## config.mk

```make
export PLATFORM = sky130hd
export DESIGN_NAME = vanilla_sb_clear_arbiter
export DESIGN_NICKNAME = d
export VERILOG_FILES = /design/src/rtl/vanilla_sb_clear_arbiter.sv
export SDC_FILE = /design/constraint.sdc
export NUM_CORES = 1
export LEC_CHECK = 0
export CORE_MARGIN = 5
export CORE_UTILIZATION = 47
export DETAILED_ROUTE_END_ITERATION = 12
export HOLD_SLACK_MARGIN = 0.05
export PLACE_DENSITY = 0.69
export SETUP_SLACK_MARGIN = 0.5
export SYNTH_ARGS = -nofsm -noshare
export SYNTH_HDL_FRONTEND = slang
export SYNTH_SLANG_ARGS = --single-unit
```

## constraint.sdc

```tcl
create_clock -name clk_i -period 3.6 [get_ports clk_i]
set_input_delay 0.54 -clock clk_i [delete_from_list [all_inputs] [get_ports clk_i]]
set_output_delay 0.54 -clock clk_i [all_outputs]
set_load 0.1 [all_outputs]
```

## src/rtl/vanilla_sb_clear_arbiter.sv

```systemverilog
// Scoreboard-clear arbiter: per-source clear FIFOs feeding independent round-robin
// int and float arbiters, each issuing at most one registered clear per cycle.
module vanilla_sb_clear_arbiter #(
  parameter int num_src_p        = 3,
  parameter int reg_addr_width_p = 5,
  parameter int fifo_els_p       = 2
) (
  input  logic                                         clk_i,
  input  logic                                         reset_n_i,
  input  logic [num_src_p-1:0]                         src_v_i,
  input  logic [num_src_p-1:0]                         src_is_float_i,
  input  logic [num_src_p-1:0][reg_addr_width_p-1:0]   src_id_i,
  output logic [num_src_p-1:0]                         src_ready_o,
  output logic                                         int_sb_clear_o,
  output logic [reg_addr_width_p-1:0]                  int_sb_clear_id_o,
  output logic                                         float_sb_clear_o,
  output logic [reg_addr_width_p-1:0]                  float_sb_clear_id_o,
  output logic                                         pending_o
);

  localparam int entry_w_lp = reg_addr_width_p + 1;
  localparam int ptr_w_lp   = (fifo_els_p > 1) ? $clog2(fifo_els_p) : 1;
  localparam int cnt_w_lp   = $clog2(fifo_els_p + 1);
  localparam int idx_w_lp   = $clog2(num_src_p);

  logic [entry_w_lp-1:0] mem_r    [num_src_p][fifo_els_p];
  logic [ptr_w_lp-1:0]   rd_ptr_r [num_src_p];
  logic [ptr_w_lp-1:0]   wr_ptr_r [num_src_p];
  logic [cnt_w_lp-1:0]   cnt_r    [num_src_p];
  logic [cnt_w_lp-1:0]   cnt_nxt_s[num_src_p];
  logic [entry_w_lp-1:0] head_s   [num_src_p];

  logic [num_src_p-1:0] full_s, nonempty_s, enq_s, deq_s;
  logic [num_src_p-1:0] int_req_s, float_req_s, int_gnt_s, float_gnt_s;
  logic [idx_w_lp:0]    int_pick_s, float_pick_s;
  logic [idx_w_lp-1:0]  int_rr_r, float_rr_r;

  logic                        int_clear_r, float_clear_r;
  logic [reg_addr_width_p-1:0] int_id_r, float_id_r;

  function automatic logic [ptr_w_lp-1:0] next_ptr(input logic [ptr_w_lp-1:0] p);
    if (p == ptr_w_lp'(fifo_els_p - 1)) return '0;
    else return p + ptr_w_lp'(1);
  endfunction

  function automatic logic [idx_w_lp-1:0] next_rr(input logic [idx_w_lp-1:0] g);
    if (g == idx_w_lp'(num_src_p - 1)) return '0;
    else return g + idx_w_lp'(1);
  endfunction

  // Returns {valid, index}; scanning from the far end lets the lowest offset from rr win.
  function automatic logic [idx_w_lp:0] rr_pick(input logic [num_src_p-1:0] req,
                                                input logic [idx_w_lp-1:0]  rr);
    logic [idx_w_lp:0] res;
    int cand;
    res = '0;
    for (int off = num_src_p - 1; off >= 0; off--) begin
      cand = int'(rr) + off;
      if (cand >= num_src_p) cand = cand - num_src_p;
      if (req[idx_w_lp'(cand)]) res = {1'b1, idx_w_lp'(cand)};
      else res = res;
    end
    return res;
  endfunction

  // Per-source FIFO status, head decode and enqueue qualification (int x0 is dropped).
  always_comb begin
    for (int i = 0; i < num_src_p; i++) begin
      full_s[i]      = (cnt_r[i] == cnt_w_lp'(fifo_els_p));
      nonempty_s[i]  = (cnt_r[i] != '0);
      head_s[i]      = mem_r[i][rd_ptr_r[i]];
      int_req_s[i]   = nonempty_s[i] & ~head_s[i][entry_w_lp-1];
      float_req_s[i] = nonempty_s[i] &  head_s[i][entry_w_lp-1];
      enq_s[i]       = src_v_i[i] & ~full_s[i]
                       & (src_is_float_i[i] | (src_id_i[i] != '0));
    end
  end

  // Round-robin grants for both pools and the resulting dequeues.
  always_comb begin
    int_pick_s   = rr_pick(int_req_s, int_rr_r);
    float_pick_s = rr_pick(float_req_s, float_rr_r);
    int_gnt_s    = '0;
    float_gnt_s  = '0;
    if (int_pick_s[idx_w_lp]) int_gnt_s[int_pick_s[idx_w_lp-1:0]] = 1'b1;
    else int_gnt_s = '0;
    if (float_pick_s[idx_w_lp]) float_gnt_s[float_pick_s[idx_w_lp-1:0]] = 1'b1;
    else float_gnt_s = '0;
    deq_s = int_gnt_s | float_gnt_s;
    for (int i = 0; i < num_src_p; i++) begin
      cnt_nxt_s[i] = cnt_r[i] + cnt_w_lp'(enq_s[i]) - cnt_w_lp'(deq_s[i]);
    end
  end

  // FIFO storage, pointers and occupancy.
  always_ff @(posedge clk_i or negedge reset_n_i) begin
    if (!reset_n_i) begin
      for (int i = 0; i < num_src_p; i++) begin
        rd_ptr_r[i] <= '0;
        wr_ptr_r[i] <= '0;
        cnt_r[i]    <= '0;
        for (int j = 0; j < fifo_els_p; j++) mem_r[i][j] <= '0;
      end
    end else begin
      for (int i = 0; i < num_src_p; i++) begin
        if (enq_s[i]) begin
          mem_r[i][wr_ptr_r[i]] <= {src_is_float_i[i], src_id_i[i]};
          wr_ptr_r[i]           <= next_ptr(wr_ptr_r[i]);
        end
        if (deq_s[i]) rd_ptr_r[i] <= next_ptr(rd_ptr_r[i]);
        cnt_r[i] <= cnt_nxt_s[i];
      end
    end
  end

  // Round-robin pointers and registered clear outputs; ids hold when idle.
  always_ff @(posedge clk_i or negedge reset_n_i) begin
    if (!reset_n_i) begin
      int_rr_r      <= '0;
      float_rr_r    <= '0;
      int_clear_r   <= 1'b0;
      float_clear_r <= 1'b0;
      int_id_r      <= '0;
      float_id_r    <= '0;
    end else begin
      int_clear_r   <= int_pick_s[idx_w_lp];
      float_clear_r <= float_pick_s[idx_w_lp];
      if (int_pick_s[idx_w_lp]) begin
        int_rr_r <= next_rr(int_pick_s[idx_w_lp-1:0]);
        int_id_r <= head_s[int_pick_s[idx_w_lp-1:0]][reg_addr_width_p-1:0];
      end
      if (float_pick_s[idx_w_lp]) begin
        float_rr_r <= next_rr(float_pick_s[idx_w_lp-1:0]);
        float_id_r <= head_s[float_pick_s[idx_w_lp-1:0]][reg_addr_width_p-1:0];
      end
    end
  end

  assign src_ready_o         = ~full_s;
  assign pending_o           = |nonempty_s;
  assign int_sb_clear_o      = int_clear_r;
  assign int_sb_clear_id_o   = int_id_r;
  assign float_sb_clear_o    = float_clear_r;
  assign float_sb_clear_id_o = float_id_r;

endmodule

```

==> reports/qor.yml <==
setup_path:
  required_ps: 3060
  cp.arrival_ps: 2410
  slowest_stage: "clkdlybuf4s50_1"
  r2r_cells: 10
  worstSetupPathType: "reg -> out"
  crit_buf_inv: 1
  critPathMaxFanout: 7
  r2r_slack_ps: 820
  cp-end-kind: "primary output"
  reg2reg_to: "cnt_r[5]"
  reg2reg_from: "rd_ptr_r[2]"
  critical-path-top-delay-family: "buffers and inverters"
  start_kind: "flip-flop"
  critical_path.max_stage_delay_ps: 1010
  crit_path_cell_trace: "nor2_1, nand3_1, clkdlybuf4s50_1"
  cp.depth: 3
placement:
  place_hpwl_um: 5350
  place.gp.congestion: 0.938
  numPortBuffers: 38
timing:
  fin_crit_sh_pct: 82.0
  rsz0062_at_grt: "no"
  final-hold-violation-count: 0
  slew_viol_final: 0
  skew_ps: 8.24
  tightest_slew_ps: 1030
  max_clock_freq_mhz: 339
  setup_viol_count_final: 0
  min_period_ps: 2950
  slew_headroom_pct: 31.2
  tns_ps: 0
grt:
  overflow: 0
  antenna_found_initial: 0
  track_usage_pct: 17.5
  grt_pass1_wl_um: 12000
  grt_pass1_vias: 2413
  grt_max_degree: 48
clocking:
  htreeDepth: 3
  numCtsBuffers: 9
  clk_path_buf_depth: 2
  cts_tree: "done"
  clock_latency_ps: 340
  cts_root_buffer: "clkbuf_8"
  postCtsSetupBuffers: 0
  clk_pin_slew_ps: 70
  cts_hold_buf: 0
  cts_resized: 0
  cts.sinks: 64
floorplan:
  num_io_pins: 39
  initial_core_util_pct: 47.5
  die_w_um: 95.0
  die-area_um2: 9020
  die-height_um: 95.0
  coreArea_um2: 7140
  rows: 31
logic_synthesis:
  synthMuxAreaShare_pct: 18.7
  synthesis.area_um2: 3390
  yosysTopAreaCellShare_pct: 47.2
  synth_fp_nets: 310
  synthSimpleGateAreaFrac_pct: 9.22
  async_reset_ff_share_pct: 100
  synthTopCellsByCount: "dfrtp_1, mux2_2, nor2_1, mux2i_1"
  synth_xor_area_share_pct: 3.10
  synth_compound_area_share_pct: 15.3
  ys_warn_count: 0
  syn_area_per_cell_um2: 12.2
  synthDistinctLibCells: 41
  synth_top_family_by_area: "multiplexers"
  synth_fa_ha_area_share_pct: 3.69
  netlist_instances: 277
  yosysTopAreaCell: "dfrtp_1"
  synth_most_common_cell: "dfrtp_1"
  ys.flop_type: "dfrtp_1"
  synthTopCellsByArea: "dfrtp_1, mux2_2, mux2i_1"
  ys_ff_latch: 64
  ys_seq_area_share_pct: 47.2
  synth-edff-count: 0
detailed_routing:
  antenna_left: 0
  wl_um: 7170
  wl_per_cell_um: 16.9
  vias_per_cell: 5.57
  drt_first_pass_iters: 4
  route.detailed.drc: 0
  vias: 2369
  drtIter0Drc: 129
layout:
  finalNetCount: 354
  layout-drive-gt1-share_pct: 25.8
  n_antenna_cell: 0
  syn2layout_area_growth_pct: 20.2
min_path:
  worstHoldPathType: "in -> async"
job:
  maxCapViolCount: 0
outcome:
  status: "completed"
how the worst max path moves through the flow:
| stage | slack, ps | to | from |
|---|---|---|---|
| final | 650 | pending_o | cnt_r[5] |
| after global placement | 900 | cnt_r[5] | src_id_i[1] |
| after floorplan | 1160 | cnt_r[1] | cnt_r[0] |
| after detailed placement | 820 | cnt_r[1] | src_id_i[13] |
| after global routing | 550 | pending_o | cnt_r[5] |
| after CTS | 640 | pending_o | cnt_r[5] |
cell usage in the layout, fill, tap and decap left out, types with 3 or more instances in the layout:
cell type        synthesis  layout
nand2_2                  4       4
inv_2                    3       3
xor2_1                   3       3
nand2b_1                 3       3
o21ai_1                  3       3
clkinv_2                 0       3
xnor2_1                  9       9
inv_1                   11      11
a21oi_1                  9       9
clkdlybuf4s50_1          0      37
o311ai_4                 3       3
clkbuf_8                 0      10
o21ai_0                  9       9
nor2_1                  14      14
mux2i_1                 13      13
ha_1                    10      10
a21o_1                   3       3
or4_1                    3       3
nor3b_1                  5       5
mux2_2                  42      42
nand2_1                 11      11
dfrtp_1                 64      64
a221o_1                 10      10
a221oi_1                 5       5
o22ai_1                  6       6
nor2_2                   4       4
and3_1                   6       6
cell families (layout without fill, tap and decap cells):
| group | Yosys count | after routing |
|---|---|---|
| flip-flops | 64 | 64 |
| AO/OA/AOI/OAI | 57 | 57 |
| multiplexers | 57 | 57 |
| AND/OR/NAND/NOR | 57 | 57 |
| buffers and inverters | 20 | 69 |
| XOR/XNOR | 12 | 12 |
| adder cells (fa/ha/maj) | 10 | 10 |
per-layer routing:
metal  GRT usage, %  up-vias  routed length [um]
met5              0        -                   0
met4           9.50        0                 228
met3           3.82       17                 332
met1           23.1     1181                3230
met2           26.8       57                3380
li1               -     1114                   -
registers in the layout, summed over array words and instances, names as in the netlist:
signal,flops
cnt_r,6
float_rr_r,2
float_sb_clear_id_o,5
float_sb_clear_o,1
int_rr_r,2
int_sb_clear_id_o,5
int_sb_clear_o,1
mem_r,36
rd_ptr_r,3
wr_ptr_r,3
through the flow:
stage	util [%]	hold slack, ps	area [um2]	setup slack [ps]	instances
after floorplan	-	244	3390	1160	277
after global placement	54.0	483	3860	896	409
after detailed placement	54.0	492	3860	820	409
after CTS	57.1	413	4080	638	425
after global routing	57.1	461	4080	548	425
final	57.1	379	4080	647	425
cell type report:
class	count	area (um2)
repair buffers	39	383
clock inverters	6	82.6
flip-flops and latches	64	1600
clock buffers	10	138
well taps	99	124
fillers	636	3060
multi-input cells	193	1700
inverters	14	52.6
Power is not shown: default switching activity piles up to over one toggle a cycle in this logic, so the estimate is an artifact.
